### src/rtl/frame_seq_ctrl.sv
// Frame buffer sequencer: loads a frame into BRAM, computes its mean, then streams it out.
// Optional build macro THRESH_EN binarizes the output stream against the frame mean.
module frame_seq_ctrl #(
    parameter int unsigned LOG2_SIZE = 6,
    parameter int unsigned ADDR_W    = 2 * LOG2_SIZE,
    parameter int unsigned SUM_W     = 8 + 2 * LOG2_SIZE
) (
    input  logic              clk,
    input  logic              reset,
    input  logic              rx_valid,
    input  logic [7:0]        rx_data,
    output logic              wr_en,
    output logic [ADDR_W-1:0] wr_addr,
    output logic [7:0]        wr_data,
    output logic              rd_en,
    output logic [ADDR_W-1:0] rd_addr,
    input  logic [7:0]        rd_data,
    input  logic              tx_ready,
    output logic              tx_valid,
    output logic [7:0]        tx_data,
    output logic [7:0]        thresh,
    output logic [2:0]        state,
    output logic              frame_done,
    output logic              rx_overrun
);

    typedef enum logic [2:0] {
        S_LOAD = 3'd0,
        S_MEAN = 3'd1,
        S_RD   = 3'd2,
        S_WAIT = 3'd3,
        S_TX   = 3'd4,
        S_DONE = 3'd5
    } state_t;

    localparam logic [ADDR_W-1:0] LAST = '1;

    state_t            cur;
    logic [ADDR_W-1:0] wr_cnt;
    logic [ADDR_W-1:0] rd_cnt;
    logic [SUM_W-1:0]  sum;
    logic [7:0]        pix_out;

    assign state = cur;

    always_comb begin
`ifdef THRESH_EN
        pix_out = (rd_data > thresh) ? 8'hFF : 8'h00;
`else
        pix_out = rd_data;
`endif
    end

    always_ff @(posedge clk) begin
        if (!reset) begin
            cur        <= S_LOAD;
            wr_cnt     <= '0;
            rd_cnt     <= '0;
            sum        <= '0;
            wr_en      <= 1'b0;
            wr_addr    <= '0;
            wr_data    <= '0;
            rd_en      <= 1'b0;
            rd_addr    <= '0;
            tx_valid   <= 1'b0;
            tx_data    <= '0;
            thresh     <= '0;
            frame_done <= 1'b0;
            rx_overrun <= 1'b0;
        end else begin
            wr_en      <= 1'b0;
            rd_en      <= 1'b0;
            frame_done <= 1'b0;
            if (rx_valid && cur != S_LOAD)
                rx_overrun <= 1'b1;

            case (cur)
                S_LOAD: begin
                    if (rx_valid) begin
                        wr_en   <= 1'b1;
                        wr_addr <= wr_cnt;
                        wr_data <= rx_data;
                        sum     <= sum + SUM_W'(rx_data);
                        wr_cnt  <= wr_cnt + ADDR_W'(1);
                        if (wr_cnt == LAST)
                            cur <= S_MEAN;
                    end
                end
                // Read strobe is registered on entry so it is high during the RD cycle itself.
                S_MEAN: begin
                    thresh  <= sum[SUM_W-1:ADDR_W];
                    rd_en   <= 1'b1;
                    rd_addr <= rd_cnt;
                    cur     <= S_RD;
                end
                S_RD: begin
                    cur <= S_WAIT;
                end
                S_WAIT: begin
                    tx_data  <= pix_out;
                    tx_valid <= 1'b1;
                    cur      <= S_TX;
                end
                S_TX: begin
                    if (tx_ready) begin
                        tx_valid <= 1'b0;
                        if (rd_cnt == LAST) begin
                            frame_done <= 1'b1;
                            cur        <= S_DONE;
                        end else begin
                            rd_cnt  <= rd_cnt + ADDR_W'(1);
                            rd_en   <= 1'b1;
                            rd_addr <= rd_cnt + ADDR_W'(1);
                            cur     <= S_RD;
                        end
                    end
                end
                S_DONE: begin
                    sum    <= '0;
                    wr_cnt <= '0;
                    rd_cnt <= '0;
                    cur    <= S_LOAD;
                end
                default: cur <= S_LOAD;
            endcase
        end
    end

endmodule

### config.mk
export PLATFORM = sky130hd
export DESIGN_NAME = frame_seq_ctrl
export DESIGN_NICKNAME = d
export VERILOG_FILES = /design/src/rtl/frame_seq_ctrl.sv
export SDC_FILE = /design/constraint.sdc
export NUM_CORES = 1
export LEC_CHECK = 0
export ABC_CLOCK_PERIOD_IN_PS = 5720
export BUFFER_PORTS_ARGS = -buffer_cell sky130_fd_sc_hd__buf_2
export CAP_MARGIN = 20
export CORE_MARGIN = 10
export CORE_UTILIZATION = 40
export CTS_BUF_LIST = sky130_fd_sc_hd__clkbuf_16
export DETAILED_ROUTE_END_ITERATION = 16
export GPL_TIMING_DRIVEN = 0
export REMOVE_ABC_BUFFERS = 1
export SLEW_MARGIN = 25
export SYNTH_ARGS = -nofsm -noshare
export SYNTH_HDL_FRONTEND = slang
export SYNTH_SLANG_ARGS = --single-unit
### constraint.sdc
create_clock -name clk -period 5.72 [get_ports clk]
set_clock_uncertainty 0.05 [all_clocks]
set_input_delay 0.286 -clock clk [delete_from_list [all_inputs] [get_ports clk]]
set_output_delay 0.286 -clock clk [all_outputs]
set_load 0.02 [all_outputs]
==> out/results.ini <==
[sta]
fmax_mhz = 363
worst_pin_slew_ps = 854
rsz0062_at_grt = false
setup_ws_ps = 2970
finalSetupViolCount = 0
maxSlewHeadroom = 0.429
finalSetupTns_ps = 0
slew_viol_final = 0
post-route-period-util = 0.481
hold_viol_final = 0
post-route-min-period_ps = 2750

[route]
drc = 0
wl_met2_um = 5170
drtPass1Iterations = 4
drt_iter0_drc = 169
drt_wl_total_um = 10700
met3_length_um = 524
wl_per_cell_um = 14.6
routed.top_layer = met4
wl_met1_um = 4910
ant_nets = 0
dr_total_vias = 3834
viasPerCell = 5.20

[critical_path]
end_kind = flip-flop
crit_slowest_cell = nor3b_2
critPathTopFamily = simple AND/OR/NAND/NOR gates
crit_type = flip-flop to flip-flop
crit_arrival_ps = 2960
crit_buf_inv = 0
critPathLaunchType = flip-flop
crit_required_ps = 5930
path_depth = 5
r2r_cells = 5
slowest_delay_ps = 660
crit_chain = nor3b_2 -> nand3_1 -> nand2b_1 -> or3_1 -> o221ai_1
cp_max_fo = 16

[power]
ir_drop_mv = 0.151
intPower_mw = 1.18
combPwrFrac = 0.077
p_total_mw = 1.53
pwr-share-clk = 0.453
power_density_nw_per_um2 = 287
power_leakage_nw = 2.15
power_frac_seq = 0.470
swShare = 0.227
p_switching_uw = 348

[synthesis]
synth.most_common_cell = dfxtp_1
avgSynthCellArea_sq_um = 8.55
synth_top_area_frac = 0.444
synth_edf_count = 0
ys_dominant_reg_cell = dfxtp_1
yosysWarningCount = 0
syn_area_sq_um = 4510
netlist_instances = 528
ys_top_cells_by_area = dfxtp_1, nand2_1, a21oi_1
synthArstFlopShare = 0
ys_ff_latch = 100
ys_top_cells_by_count = dfxtp_1, nand2_1, nor2_1
ys_types = 52
yosys.area.top_type = dfxtp_1
seq_area_frac_synth = 0.444

[placement]
io_buffer_count = 75
place_congestion = 0.841
place_area_sq_um = 4990
dp_worst_setup_slack_ps = 3000
hpwl_um = 7560

[grt]
globalRouteTotalUtil = 0.132
grt_pass1_vias = 3568
antenna_found_initial = 0
grt_pass1_wl_um = 17600
grt_overflow = 0
grt_max_degree = 50

[layout]
fin_nets = 623
n_antenna_cell = 0
syn2layout_area_growth_pct = 18.2
drive_gt1_frac = 0.179
final_cell_area_sq_um = 5340

[clock_network]
clk_pin_slew_ps = 70
cts_tree = done
cts_hold_repair.buffers = 0
clock_latency_ps = 350
cts_max_level = 3
numCtsBuffers = 9
clkSinkCount = 100
post_cts_buffers = 0
post_cts_resize_count = 0
cts-root-buf = clkbuf_16
clk_path_buf_depth = 2

[floorplan]
die_w_um = 126
core_area_sq_um = 10900
ios = 76
start_util = 0.413
rows = 38
dieHeight_um = 126
die_area_sq_um = 15900

[hold_path]
min_path_cells = 3
min_path_type = input port to flip-flop

[run]
maxCapViolCount = 0

[outcome]
status = finished clean

==> cell usage in the layout (no fill, tap or decap), types with 3 or more instances in the layout <==
master,Yosys,final
dfxtp_1,100,100
nand2_1,78,78
buf_2,7,78
nor2_1,40,40
o21ai_0,36,36
a21oi_1,37,36
nand3_1,22,22
xor2_1,21,21
a21boi_0,20,20
a21o_1,12,12
or3_1,11,11
nor2b_1,11,11
xnor2_1,10,10
ha_1,10,10
nand4_1,9,9
clkbuf_16,0,9
nor3_1,8,8
mux2i_1,8,8
inv_1,7,7
and3_1,6,6
nor3b_1,6,5
nor4_1,5,5
nand2b_1,4,4
a211oi_1,4,4
and2_1,3,3
bufinv_16,0,3
==> worst register-to-register path, stage by stage, from the launching register on <==
cell and delay, ps:
dfxtp_1 590, nor3b_2 660, nand3_1 340, nand2b_1 500, or3_1 460, o221ai_1 70
==> power groups by stage <==
stage	Clock, mW	Sequential, mW	Combinational (mW)
final	0.694	0.720	0.118
after global routing	0.736	0.721	0.132
after CTS	0.711	0.720	0.119
after detailed placement	0	0.736	0.118
after global placement	0	0.735	0.115
after floorplan	0	0.739	0.0762
==> layout make-up <==
cell class | count | area, sq um
Inverter | 8 | 30.0
Sequential cell | 100 | 2000
Timing Repair Buffer | 81 | 420
Multi-Input combinational cell | 392 | 2370
Clock buffer | 9 | 225
Clock inverter | 7 | 115
Fill cell | 1057 | 5600
Tap cell | 140 | 175
==> metrics by stage <==
stage / hold slack, ps / std cells / utilization
detailed placement: 398 / 721 / 0.457
global route: 143 / 737 / 0.488
floorplan: 353 / 500 / -
CTS: 136 / 737 / 0.488
global placement: 389 / 715 / 0.451
finish: 148 / 737 / 0.488
==> state kept, by name, indices dropped and copies added (netlist names), 3 cells and up <==
name	cells
sum	20
state	3
rd_cnt	12
wr_cnt	12
thresh	8
tx_data	8
wr_addr	12
wr_data	8
rd_addr	12
==> cell families (layout without fill, tap and decap cells) <==
| logic type | Yosys count | after routing | synth area share |
|---|---|---|---|
| mux | 8 | 8 | 0.0177 |
| xor+xnor | 31 | 31 | 0.0602 |
| simple gates | 212 | 212 | 0.228 |
| flops | 100 | 100 | 0.444 |
| compound gates | 130 | 130 | 0.183 |
| fa+ha+maj | 11 | 11 | 0.0322 |
| buf+inv | 36 | 105 | 0.0352 |
==> final timing paths <==
| path | endpoint | slack (ps) | startpoint |
|---|---|---|---|
| max reg2reg | rd_cnt[3] | 2970 | state[2] |
| max | rd_cnt[3] | 2970 | state[2] |
| min reg2reg | wr_data[4] | 400 | wr_data[4] |
| min | wr_data[0] | 150 | rx_data[0] |
==> metal layers <==
layer | GRT usage | vias to the layer above
met3 | 0.0419 | 9
met2 | 0.212 | 66
met5 | 0 | -
met1 | 0.163 | 1794
li1 | - | 1965
met4 | 0.0482 | 0
Note: power is estimated with default switching activity, not from simulation.
